File: src/rtl/drop_pkg.sv
// Shared definitions for the multi-bay drop sequencer: 7-segment glyphs,
// FSM state encoding, display message codes and small helpers.
package drop_pkg;

  // Segment glyphs, bit order gfedcba, active-high
  localparam logic [6:0] SEG_d     = 7'b1011110;
  localparam logic [6:0] SEG_r     = 7'b1010000;
  localparam logic [6:0] SEG_o     = 7'b1011100;
  localparam logic [6:0] SEG_P     = 7'b1110011;
  localparam logic [6:0] SEG_H     = 7'b1110110;
  localparam logic [6:0] SEG_t     = 7'b1111000;
  localparam logic [6:0] SEG_C     = 7'b0111001;
  localparam logic [6:0] SEG_L     = 7'b0111000;
  localparam logic [6:0] SEG_n     = 7'b1010100;
  localparam logic [6:0] SEG_E     = 7'b1111001;
  localparam logic [6:0] SEG_BLANK = 7'b0000000;

  typedef enum logic [1:0] {
    ST_IDLE = 2'd0,
    ST_DROP = 2'd1,
    ST_GAP  = 2'd2
  } state_t;

  typedef enum logic [2:0] {
    MSG_BLANK = 3'd0,
    MSG_DROP  = 3'd1,
    MSG_COLD  = 3'd2,
    MSG_HOT   = 3'd3,
    MSG_DONE  = 3'd4,
    MSG_PEND  = 3'd5
  } msg_t;

  // Width of a bay index; a single-bay build still gets a 1-bit selector.
  function automatic int sel_width(input int n);
    return (n > 1) ? $clog2(n) : 1;
  endfunction

  // Four digits packed left to right: {seg1, seg2, seg3, seg4}
  function automatic logic [27:0] msg_digits(input msg_t m);
    logic [27:0] d;
    case (m)
      MSG_DROP: d = {SEG_d, SEG_r, SEG_o, SEG_P};
      MSG_COLD: d = {SEG_C, SEG_o, SEG_L, SEG_d};
      MSG_HOT:  d = {SEG_BLANK, SEG_H, SEG_o, SEG_t};
      MSG_DONE: d = {SEG_d, SEG_o, SEG_n, SEG_E};
      MSG_PEND: d = {SEG_P, SEG_E, SEG_n, SEG_d};
      default:  d = {SEG_BLANK, SEG_BLANK, SEG_BLANK, SEG_BLANK};
    endcase
    return d;
  endfunction

endpackage

File: src/rtl/drop_bay_sequencer_if.sv
// Bay sensor / chute actuator / display bundle for drop_bay_sequencer.
// master: sensor front-end side driving requests and temperatures.
// slave:  the sequencer.
interface drop_bay_sequencer_if #(
  parameter int NUM_BAYS = 4,
  parameter int TW       = 16
);
  localparam int SELW = drop_pkg::sel_width(NUM_BAYS);

  logic [NUM_BAYS-1:0]    drop_en;
  logic [NUM_BAYS*TW-1:0] t_act;
  logic [NUM_BAYS*TW-1:0] t_lim;
  logic [SELW-1:0]        disp_sel;
  logic [6:0]             seven_seg1;
  logic [6:0]             seven_seg2;
  logic [6:0]             seven_seg3;
  logic [6:0]             seven_seg4;
  logic [NUM_BAYS-1:0]    drop_activated;
  logic                   busy;

  modport master (
    output drop_en, t_act, t_lim, disp_sel,
    input  seven_seg1, seven_seg2, seven_seg3, seven_seg4, drop_activated, busy
  );

  modport slave (
    input  drop_en, t_act, t_lim, disp_sel,
    output seven_seg1, seven_seg2, seven_seg3, seven_seg4, drop_activated, busy
  );

endinterface

File: src/rtl/drop_rr_arbiter.sv
// Combinational round-robin arbiter: picks the lowest-index request at or
// after ptr, wrapping past the top bay.
module drop_rr_arbiter
  import drop_pkg::*;
#(
  parameter int NUM_BAYS = 4,
  parameter int SELW     = sel_width(NUM_BAYS)
) (
  input  logic [NUM_BAYS-1:0] req,
  input  logic [SELW-1:0]     ptr,
  output logic [NUM_BAYS-1:0] grant,
  output logic [SELW-1:0]     grant_idx,
  output logic                grant_vld
);

  // Walk the bays starting at ptr; the first request seen wins.
  always_comb begin
    int j;
    logic [SELW-1:0] jj;
    grant     = '0;
    grant_idx = '0;
    grant_vld = 1'b0;
    for (int i = 0; i < NUM_BAYS; i++) begin
      j = int'(ptr) + i;
      if (j >= NUM_BAYS) j = j - NUM_BAYS;
      jj = j[SELW-1:0];
      if (!grant_vld && req[jj]) begin
        grant[jj] = 1'b1;
        grant_idx = jj;
        grant_vld = 1'b1;
      end
    end
  end

endmodule

File: src/rtl/drop_bay_sequencer.sv
// Multi-bay temperature-gated drop sequencer. Grants the shared chute to one
// cool, enabled, not-yet-served bay at a time, holds the drop for DROP_CYCLES,
// then idles GAP_CYCLES before the next grant. Shows one bay's status on four
// 7-segment digits.
// Optional build macro: HYSTERESIS_EN (registered per-bay hot flag with HYST
// margin on the way back down).
//
// state   | meaning
// --------+--------------------------------------------------------------
// ST_IDLE | chute free; grant next ready bay round-robin
// ST_DROP | drop_activated held for the granted bay, counting down
// ST_GAP  | chute resting between drops, counting down
module drop_bay_sequencer
  import drop_pkg::*;
#(
  parameter int NUM_BAYS    = 4,
  parameter int TW          = 16,
  parameter int DROP_CYCLES = 8,
  parameter int GAP_CYCLES  = 4,
  parameter int HYST        = 2
) (
  input logic               clk,
  input logic               rst,
  drop_bay_sequencer_if.slave bus
);

  localparam int SELW    = sel_width(NUM_BAYS);
  localparam int CNT_MAX = (DROP_CYCLES > GAP_CYCLES) ? DROP_CYCLES : GAP_CYCLES;
  localparam int CW      = $clog2(CNT_MAX + 1);

  if (NUM_BAYS < 1 || NUM_BAYS > 16 || DROP_CYCLES < 1 || GAP_CYCLES < 0 || HYST < 0)
  begin : g_param_err
    $error("drop_bay_sequencer: parameter out of range");
  end

  logic [NUM_BAYS-1:0] hot;
  logic [NUM_BAYS-1:0] ready;
  logic [NUM_BAYS-1:0] served_q, served_d;
  logic [NUM_BAYS-1:0] drop_act_q, drop_act_d;
  logic [NUM_BAYS-1:0] arb_grant;
  logic [SELW-1:0]     arb_idx;
  logic                arb_vld;
  logic [SELW-1:0]     rr_q, rr_d;
  logic [CW-1:0]       cnt_q, cnt_d;
  state_t              state_q, state_d;
  logic                grant_en;
  logic                busy_q;
  msg_t                msg_d;
  logic [27:0]         seg_q;

`ifdef HYSTERESIS_EN
  localparam logic [TW:0] HYST_W = (TW+1)'(HYST);
  logic [NUM_BAYS-1:0] hot_q;

  // Hot flag sets above the limit and only clears once HYST below it.
  always_ff @(posedge clk) begin
    if (rst) begin
      hot_q <= '0;
    end else begin
      for (int i = 0; i < NUM_BAYS; i++) begin
        if (bus.t_act[i*TW +: TW] > bus.t_lim[i*TW +: TW])
          hot_q[i] <= 1'b1;
        else if (({1'b0, bus.t_act[i*TW +: TW]} + HYST_W) <= {1'b0, bus.t_lim[i*TW +: TW]})
          hot_q[i] <= 1'b0;
      end
    end
  end

  assign hot = hot_q;
`else
  // Plain over-limit compare per bay.
  always_comb begin
    hot = '0;
    for (int i = 0; i < NUM_BAYS; i++)
      hot[i] = bus.t_act[i*TW +: TW] > bus.t_lim[i*TW +: TW];
  end
`endif

  assign ready = bus.drop_en & ~hot & ~served_q;

  drop_rr_arbiter #(
    .NUM_BAYS (NUM_BAYS),
    .SELW     (SELW)
  ) u_arb (
    .req       (ready),
    .ptr       (rr_q),
    .grant     (arb_grant),
    .grant_idx (arb_idx),
    .grant_vld (arb_vld)
  );

  // Next-state, counter, pointer and chute-drive logic.
  always_comb begin
    state_d    = state_q;
    cnt_d      = cnt_q;
    rr_d       = rr_q;
    drop_act_d = drop_act_q;
    grant_en   = 1'b0;
    case (state_q)
      ST_IDLE: begin
        if (arb_vld) begin
          state_d    = ST_DROP;
          cnt_d      = CW'(DROP_CYCLES - 1);
          drop_act_d = arb_grant;
          grant_en   = 1'b1;
          rr_d       = (arb_idx == SELW'(NUM_BAYS - 1)) ? '0 : arb_idx + 1'b1;
        end
      end
      ST_DROP: begin
        // Committed: request/temperature changes do not cut the pulse short.
        if (cnt_q == '0) begin
          drop_act_d = '0;
          if (GAP_CYCLES == 0) begin
            state_d = ST_IDLE;
          end else begin
            state_d = ST_GAP;
            cnt_d   = CW'(GAP_CYCLES - 1);
          end
        end else begin
          cnt_d = cnt_q - 1'b1;
        end
      end
      ST_GAP: begin
        if (cnt_q == '0) state_d = ST_IDLE;
        else             cnt_d   = cnt_q - 1'b1;
      end
      default: begin
        state_d    = ST_IDLE;
        drop_act_d = '0;
      end
    endcase
    // One drop per enable assertion: served only clears while drop_en is low.
    served_d = (served_q | (grant_en ? arb_grant : '0)) & bus.drop_en;
  end

  // Status message for the selected bay; out-of-range selectors go blank.
  always_comb begin
    msg_d = MSG_BLANK;
    if (int'(bus.disp_sel) < NUM_BAYS) begin
      if (state_q == ST_DROP && drop_act_q[bus.disp_sel]) msg_d = MSG_DROP;
      else if (!bus.drop_en[bus.disp_sel])                msg_d = MSG_COLD;
      else if (hot[bus.disp_sel])                         msg_d = MSG_HOT;
      else if (served_q[bus.disp_sel])                    msg_d = MSG_DONE;
      else                                                msg_d = MSG_PEND;
    end
  end

  // State, counters and registered outputs.
  always_ff @(posedge clk) begin
    if (rst) begin
      state_q    <= ST_IDLE;
      cnt_q      <= '0;
      rr_q       <= '0;
      served_q   <= '0;
      drop_act_q <= '0;
      busy_q     <= 1'b0;
      seg_q      <= msg_digits(MSG_COLD);
    end else begin
      state_q    <= state_d;
      cnt_q      <= cnt_d;
      rr_q       <= rr_d;
      served_q   <= served_d;
      drop_act_q <= drop_act_d;
      busy_q     <= (state_d != ST_IDLE);
      seg_q      <= msg_digits(msg_d);
    end
  end

  assign bus.drop_activated = drop_act_q;
  assign bus.busy           = busy_q;
  assign bus.seven_seg1     = seg_q[27:21];
  assign bus.seven_seg2     = seg_q[20:14];
  assign bus.seven_seg3     = seg_q[13:7];
  assign bus.seven_seg4     = seg_q[6:0];

endmodule
File: src/flat_wrapper.sv
// flat-port wrapper written by rule: the top's interface ports become plain ports
module drop_bay_sequencer_flat import drop_pkg::*;
#(
  parameter int NUM_BAYS    = 4,
  parameter int TW          = 16,
  parameter int DROP_CYCLES = 8,
  parameter int GAP_CYCLES  = 4,
  parameter int HYST        = 2
)
  (clk, rst, bus_drop_en, bus_t_act, bus_t_lim, bus_disp_sel, bus_seven_seg1, bus_seven_seg2, bus_seven_seg3, bus_seven_seg4, bus_drop_activated, bus_busy);
  drop_bay_sequencer_if #(.NUM_BAYS(NUM_BAYS), .TW(TW)) bus_i ();
  input logic clk;
  input logic rst;
  input wire logic [$bits(bus_i.drop_en)-1:0] bus_drop_en;
  input wire logic [$bits(bus_i.t_act)-1:0] bus_t_act;
  input wire logic [$bits(bus_i.t_lim)-1:0] bus_t_lim;
  input wire logic [$bits(bus_i.disp_sel)-1:0] bus_disp_sel;
  output wire logic [$bits(bus_i.seven_seg1)-1:0] bus_seven_seg1;
  output wire logic [$bits(bus_i.seven_seg2)-1:0] bus_seven_seg2;
  output wire logic [$bits(bus_i.seven_seg3)-1:0] bus_seven_seg3;
  output wire logic [$bits(bus_i.seven_seg4)-1:0] bus_seven_seg4;
  output wire logic [$bits(bus_i.drop_activated)-1:0] bus_drop_activated;
  output wire logic [$bits(bus_i.busy)-1:0] bus_busy;
  assign bus_i.drop_en = bus_drop_en;
  assign bus_i.t_act = bus_t_act;
  assign bus_i.t_lim = bus_t_lim;
  assign bus_i.disp_sel = bus_disp_sel;
  assign bus_seven_seg1 = bus_i.seven_seg1;
  assign bus_seven_seg2 = bus_i.seven_seg2;
  assign bus_seven_seg3 = bus_i.seven_seg3;
  assign bus_seven_seg4 = bus_i.seven_seg4;
  assign bus_drop_activated = bus_i.drop_activated;
  assign bus_busy = bus_i.busy;
  drop_bay_sequencer #(.NUM_BAYS(NUM_BAYS), .TW(TW), .DROP_CYCLES(DROP_CYCLES), .GAP_CYCLES(GAP_CYCLES), .HYST(HYST)) u_core (.clk(clk), .rst(rst), .bus(bus_i));
endmodule
File: config.mk
export PLATFORM = sky130hd
export DESIGN_NAME = drop_bay_sequencer_flat
export DESIGN_NICKNAME = d
export VERILOG_FILES = /design/src/rtl/drop_pkg.sv /design/src/rtl/drop_bay_sequencer_if.sv /design/src/rtl/drop_rr_arbiter.sv /design/src/rtl/drop_bay_sequencer.sv /design/src/flat_wrapper.sv
export SDC_FILE = /design/constraint.sdc
export NUM_CORES = 1
export LEC_CHECK = 0
export CAP_MARGIN = 20
export CORE_MARGIN = 1.5
export CORE_UTILIZATION = 25
export DETAILED_ROUTE_END_ITERATION = 16
export MAX_ROUTING_LAYER = met4
export PLACE_DENSITY_LB_ADDON = 0.25
export SLEW_MARGIN = 20
export SYNTH_ARGS = -nofsm -noshare
export SYNTH_HDL_FRONTEND = slang
export SYNTH_SLANG_ARGS = --single-unit
File: constraint.sdc
create_clock -name clk -period 8.6 [get_ports clk]
set_clock_uncertainty 0.05 [all_clocks]
set_input_delay 1.72 -clock clk [delete_from_list [all_inputs] [get_ports clk]]
set_output_delay 1.72 -clock clk [all_outputs]
set_load 0.05 [all_outputs]
Yosys cells after proc, flatten, opt, wreduce, memory -nomap -nowiden
Cells that the tools add are included.
- mux-type cells: 60
- reduce and logical (&&, ||, !) cells: 18
- bitwise logic cells: 10
- magnitude comparators: 17
- add/sub/neg operators: 9
- equality and inequality tests: 11
- operators with widths (kind ; number):
    case mux 28 bit (5 select lines) ; 1
    greater-than comparator 16 bit ; 4
    two-way mux 4 bit ; 10
    two-way mux 2 bit ; 12
    case mux 4 bit (3 select lines) ; 2
    two-way mux 1 bit ; 19
    binary-select mux 1 bit (select 2 bit) ; 8
    OR 4 bit ; 4
    less-than comparator 2 x 3 -> 1 bit, second input constant ; 5
    AND 4 bit ; 3
    >= comparator 3 bit, second input constant ; 3
    two-way mux 3 bit ; 3
    demux 1 bit (select 2 bit) ; 4
    >= comparator 2 x 1 -> 1 bit, second input constant ; 4
    logical AND 1 bit ; 8
    inverter 4 bit ; 2
    subtractor 2 x 1 -> 2 bit, second input constant ; 4
    adder 2 x 2 -> 3 bit, second input constant ; 2
    == test 3 x 2 -> 1 bit, second input constant ; 2
    == test 3 bit, second input constant ; 2
    case mux 2 bit (3 select lines) ; 1
    AND reduction 3 bit ; 2
    == test 2 bit, second input constant ; 2
    zero test 4 bit ; 1
    14 further kinds ; 17
- flip-flop bits (word level): 45

Logic depth before layout (Yosys ltp)
- depth after elaboration: 21
- gate-level depth with buffers: 13
- mapped depth without buffers: 12

By module
A second synthesis with hierarchy kept.
- cells, all modules: 463
- area total of the unflattened synthesis: 3719.8 um^2
- by module, submodules not included (module ; cells each ; area an instance (um^2) ; times used):
    drop_bay_sequencer ; 418 ; 3298.2 ; 1
    drop_rr_arbiter ; 45 ; 421.7 ; 1

Worst setup path before layout
No wires, ideal clock.
- path kind: input to register
- start point: input port bus_t_lim[63]
- end point: register u_core.rr_q[1]
- arrival time: 4.443 ns
- stages: 11
- path slack: 3.974 ns
- library setup time: 0.133 ns
- data required time: 8.417 ns
- path through: inv_1 -> ha_1 -> nand4_2 -> or4_4 -> a21o_1 -> a41o_1 -> mux4_2 -> or4_1 -> nand3_1 -> xor2_1 -> a211oi_2
- word-level cells in the longest chain between the ends: 18
- elaborated cells on any way between the ends: 30
- those cells by class: add/sub (1); order compare (1); eq/ne (1); mux (17); bitwise (3); reduce/logical (7)
- RTL lines (element ; RTL line ; source):
    start, declared ; flat_wrapper.sv:16 ; input wire logic [$bits(bus_i.t_lim)-1:0] bus_t_lim;
    greater-than comparator 16 bit (*) ; drop_bay_sequencer.sv:75 ; hot[i] = bus.t_act[i*TW +: TW] > bus.t_lim[i*TW +: TW];
    inverter 4 bit (*) ; drop_bay_sequencer.sv:79 ; assign ready = bus.drop_en & ~hot & ~served_q;
    AND 4 bit (*) (2 in a row) ; drop_bay_sequencer.sv:79 ;
    binary-select mux 1 bit (select 2 bit) ; drop_rr_arbiter.sv:27 ; if (!grant_vld && req[jj]) begin
    two-way mux 1 bit (implied by the code) ; drop_rr_arbiter.sv:27 ;
    two-way mux 1 bit ; drop_rr_arbiter.sv:27 ;
    zero test 1 bit ; drop_rr_arbiter.sv:27 ;
    logical AND 1 bit ; drop_rr_arbiter.sv:27 ;
    two-way mux 1 bit ; drop_rr_arbiter.sv:27 ;
    zero test 1 bit ; drop_rr_arbiter.sv:27 ;
    logical AND 1 bit ; drop_rr_arbiter.sv:27 ;
    two-way mux 1 bit ; drop_rr_arbiter.sv:27 ;
    zero test 1 bit ; drop_rr_arbiter.sv:27 ;
    logical AND 1 bit ; drop_rr_arbiter.sv:27 ;
    two-way mux 2 bit ; drop_rr_arbiter.sv:27 ;
    adder 2 x 1 -> 2 bit or == test 2 bit (tied branches) ; drop_bay_sequencer.sv:106 ; rr_d = (arb_idx == SELW'(NUM_BAYS - 1)) ? '0 : arb_idx + 1'b1;
    two-way mux 2 bit ; drop_bay_sequencer.sv:106 ;
    end signal, assigned ; drop_bay_sequencer.sv:161 ; rr_q <= rr_d;
    end, declared ; drop_bay_sequencer.sv:43 ; logic [SELW-1:0] rr_q, rr_d;
Mark *: on every way between the ends. The rest lies on a longest branch, timed or not. The select of a mux whose other input is x is not followed.
A chain may end at the register's enable or synchronous reset.

Final worst setup path
- start point: input port bus_t_lim[63]
- end point: register u_core.drop_act_q[1] (netlist: u_core.bus.drop_activated[1])
- word-level cells in the longest chain between the ends: 18
- elaborated cells on any way between the ends: 33
- those cells by class: order compare (1); eq/ne (1); mux (18); bitwise (6); reduce/logical (7)
- RTL lines (element ; RTL line ; source):
    greater-than comparator 16 bit (*) ; drop_bay_sequencer.sv:75 ;
    inverter 4 bit (*) ; drop_bay_sequencer.sv:79 ;
    AND 4 bit (*) (2 in a row) ; drop_bay_sequencer.sv:79 ;
    binary-select mux 1 bit (select 2 bit) ; drop_rr_arbiter.sv:27 ;
    two-way mux 1 bit (implied by the code) ; drop_rr_arbiter.sv:27 ;
    two-way mux 1 bit ; drop_rr_arbiter.sv:27 ;
    zero test 1 bit ; drop_rr_arbiter.sv:27 ;
    logical AND 1 bit ; drop_rr_arbiter.sv:27 ;
    two-way mux 1 bit ; drop_rr_arbiter.sv:27 ;
    zero test 1 bit ; drop_rr_arbiter.sv:27 ;
    logical AND 1 bit ; drop_rr_arbiter.sv:27 ;
    two-way mux 1 bit ; drop_rr_arbiter.sv:27 ;
    zero test 1 bit ; drop_rr_arbiter.sv:27 ;
    logical AND 1 bit ; drop_rr_arbiter.sv:27 ;
    two-way mux 4 bit or two-way mux 1 bit (tied branches) ; drop_rr_arbiter.sv:27 ;
    two-way mux 4 bit or != test 2 x 1 -> 1 bit (tied branches) ; - ;
    case mux 4 bit (3 select lines) or AND reduction 3 bit (tied branches) ; - ;
    end signal, assigned ; drop_bay_sequencer.sv:163 ; drop_act_q <= drop_act_d;
    end, declared ; drop_bay_sequencer.sv:39 ; logic [NUM_BAYS-1:0] drop_act_q, drop_act_d;
Marked as above.

==> flow_summary_export.csv <==
group,metric,value,unit
critical_path,worstReg2RegEnd,"u_core.bus.drop_activated[3]",
clock_network,cts_max_level,2,
power,sw_frac_of_total,41.4,%
finish,fin_nets,835,
global_route,grt_pass1_wl,17200,um
finish,design_area,5640,um^2
sta,setup_viol,0,
global_route,antenna_found_initial,0,
global_route,grt.total_usage,13.5,%
critical_path,crit_slowest_cell,"or4_4",
floorplanning,dieArea,15400,um^2
global_route,grt-ovfl-total,0,
power,p_clk_share,20.8,%
sta,worst_slew_pin_slew,799,ps
floorplanning,io_pins,169,
synth,yosysWarnings,0,
clock_network,cts.path.max_buffers,2,
place,dp_slack,3040,ps
sta,finalSetupTns,0,ps
critical_path,path_buf_inv,2,
finish,fin_cells,805,
floorplanning,dieHeight,124,um
power,total_power,981,uW
min_path,min_from,"u_core.cnt_q[3]",
critical_path,crit_arrival,5560,ps
critical_path,reg2reg_depth,7,
synth,synthCells,463,
power,intPower,574,uW
synth,ys.flop_type,"dfxtp_1",
power,p_sw,406,uW
sta,grt_setup_unrepaired,"false",
synth,syn_area,3670,um^2
synth,yosysSeqAreaShare,18.5,%
synth,ys_types,61,
power,power_density,174,nW/um^2
sta,finalHoldViolCount,0,
clock_network,cts-buffers-inserted,5,
synth,async_flop_share,0,%
clock_network,cts_resized,0,
run,drv_cap,0,
critical_path,startpoint_type,"input port",
clock_network,tritoncts,"done",
routing,detail_route.wirelength,10300,um
floorplanning,coreArea,14400,um^2
place,dpl.cell_count,798,
power,vdd_drop_max,76.3,uV
clock_network,clock_sinks,34,
place,gp_congestion,0.827,
clock_network,holdBufCountCts,0,
place,place_area,5470,um^2
floorplanning,initial_utilization,25.5,%
clock_network,cts_setup_buffers,0,
routing,dr.first_iter.drc_count,141,
critical_path,r2r_start,"u_core.rr_q[0]",
run_status,status,"complete, no violations",
critical_path,cp_max_fo,8,
finish,drive_gt1_share,4.03,%
synth,synth_seq_cells,34,
critical_path,required,8750,ps
min_path,holdPathEnd,"u_core.cnt_q[3]",
place,hpwl,8950,um
critical_path,critPathMaxStageDelay,580,ps
synth,synth-edff-count,0,
finish,area_growth,53.4,%
power,power_leakage,2.55,nW
sta,min_period_over_period,62.8,%
routing,wl_per_cell,12.8,um
clock_network,path_clk_slew,50,ps
critical_path,r2r_slack,5450,ps
power,power_frac_seq,23.2,%
clock_network,cts_root_buffer,"clkbuf_16",
routing,drc_errors,0,
floorplanning,die_w,124,um
sta,period_needed,5400,ps
sta,max_freq,185,MHz
critical_path,critical_path_class,"in -> reg",
power,comb_power_share,56.0,%
global_route,grt_pass1_vias,3769,
place,placement.io_buffers,166,
floorplanning,rows,44,
synth,synth.avg_cell_area,7.93,um^2
min_path,hold_class,"reg -> reg",
min_path,holdPathStages,2,
global_route,grt_max_degree,16,
critical_path,cp_top_family,"compound AO/OA/AOI/OAI gates",
sta,slew_violations,0,
routing,vias,3771,
critical_path,end_kind,"register",
sta,hold_ws,453,ps
finish,post-route-util,39.1,%
routing,drtPass1Iterations,5,
routing,ant_nets,0,
routing,via_per_inst,4.68,
critical_path,cp_cell_sequence,"clkdlybuf4s50_1, inv_1, ha_1, nand4_2, or4_4, a21o_1, a31oi_1, o22ai_1, a221oi_1, o311ai_0, nor2_1, a21boi_0, o2bb2ai_1",
clock_network,clk_latency,280,ps
sta,relSlewSlack,45.4,%
finish,antennaDiodeCount,0,
sta,fin_ws,3200,ps
==> placed cells by master, fill, tap and decap left out, types with 3 or more instances in the layout <==
cell | Yosys | final
clkbuf_16 | 0 | 5
inv_1 | 76 | 76
and3_1 | 4 | 4
nor2_1 | 26 | 26
clkdlybuf4s50_1 | 0 | 166
a21oi_1 | 39 | 39
o21ai_0 | 19 | 19
or3_1 | 5 | 5
a2111oi_0 | 4 | 4
a221oi_1 | 3 | 3
nand4_1 | 8 | 8
nand3_1 | 4 | 4
dfxtp_1 | 34 | 34
a21o_1 | 4 | 4
conb_1 | 2 | 3
or4_1 | 5 | 5
nand2_1 | 31 | 31
a211oi_1 | 3 | 3
and2_1 | 5 | 5
nor2b_1 | 9 | 9
nor3_1 | 13 | 13
o2bb2ai_1 | 4 | 4
a21boi_0 | 5 | 5
nand2b_1 | 4 | 4
o211ai_1 | 8 | 8
nor4_1 | 4 | 4
a222oi_1 | 4 | 4
ha_1 | 78 | 78
mux4_2 | 3 | 3
==> worst max-delay path by stage <==
stage                        startpoint                            to  slack [ps]  cells after the start
after CTS                 bus_t_lim[63]  u_core.bus.drop_activated[1]        3250                     13
final                     bus_t_lim[63]  u_core.bus.drop_activated[1]        3200                     13
after detailed placement  bus_t_lim[63]  u_core.bus.drop_activated[2]        3040                     13
after floorplan           bus_t_lim[63]                u_core.rr_q[1]        3970                     11
after global routing      bus_t_lim[23]  u_core.bus.drop_activated[1]        2800                     13
after global placement    bus_t_lim[15]                u_core.rr_q[1]        3100                     12
==> state kept, by name, indices dropped and copies added, names as in the netlist <==
signal	flops
u_core.seg_q	17
u_core.bus.drop_activated	4
u_core.served_q	4
u_core.bus.busy	1
u_core.rr_q	2
u_core.state_q	2
u_core.cnt_q	4
==> worst min-delay path, delay by kind of cell, from the launching register on <==
family          cells  cell delay [ps]
flops               1              310
compound gates      2              140
==> synthesized netlist by cell type, types with 3 or more instances <==
library cell	instances	area, um^2
mux4_2	3	67.6
clkbuf_1	4	15.0
a21oi_1	39	195
nand2_1	31	116
nor4_1	4	25.0
a222oi_1	4	40.0
a211oi_1	3	22.5
nor2b_1	9	56.3
o21ai_0	19	95.1
a21o_1	4	30.0
inv_1	76	285
or3_1	5	31.3
nand3_1	4	20.0
o211ai_1	8	60.1
ha_1	78	976
a221oi_1	3	26.3
nor2_1	26	97.6
and3_1	4	25.0
buf_4	11	82.6
a2111oi_0	4	35.0
and2_1	5	31.3
or4_1	5	37.5
dfxtp_1	34	681
nor3_1	13	65.1
a21boi_0	5	37.5
nand2b_1	4	25.0
o2bb2ai_1	4	35.0
nand4_1	8	50.1
==> layer usage <==
| layer | GRT usage (%) | wire length (um) | up-vias |
|---|---|---|---|
| met4 | 3.11 | 130 | 0 |
| li1 | - | - | 1955 |
| met3 | 2.24 | 692 | 11 |
| met5 | - | 0 | - |
| met2 | 22.8 | 4770 | 152 |
| met1 | 17.0 | 4680 | 1653 |
==> final cells by class <==
class	count	area (um^2)
clock buffers	6	139
clock inverters	1	30.0
fillers	1488	8790
inverters	78	293
multi-input cells	336	2600
flip-flops and latches	34	681
well taps	184	230
repair buffers	166	1660
==> power groups by stage <==
stage                     clock, mW  sequential [mW]  combinational, mW
after floorplan                   0            0.280              0.319
after global placement            0            0.230              0.535
after detailed placement          0            0.231              0.545
after CTS                     0.208            0.228              0.549
after global routing          0.214            0.234              0.609
final                         0.204            0.228              0.549
==> logic make-up (layout without fill, tap and decap cells) <==
family	after synthesis	after routing	synth area share [%]
compound gates	114	114	20.7
xor+xnor	1	1	0.238
fa+ha+maj	78	78	26.6
buf+inv	94	251	10.8
flops	34	34	18.5
mux	8	8	3.71
other cells	2	3	0.204
simple gates	132	132	19.2
(Power assumes the default switching activity.)
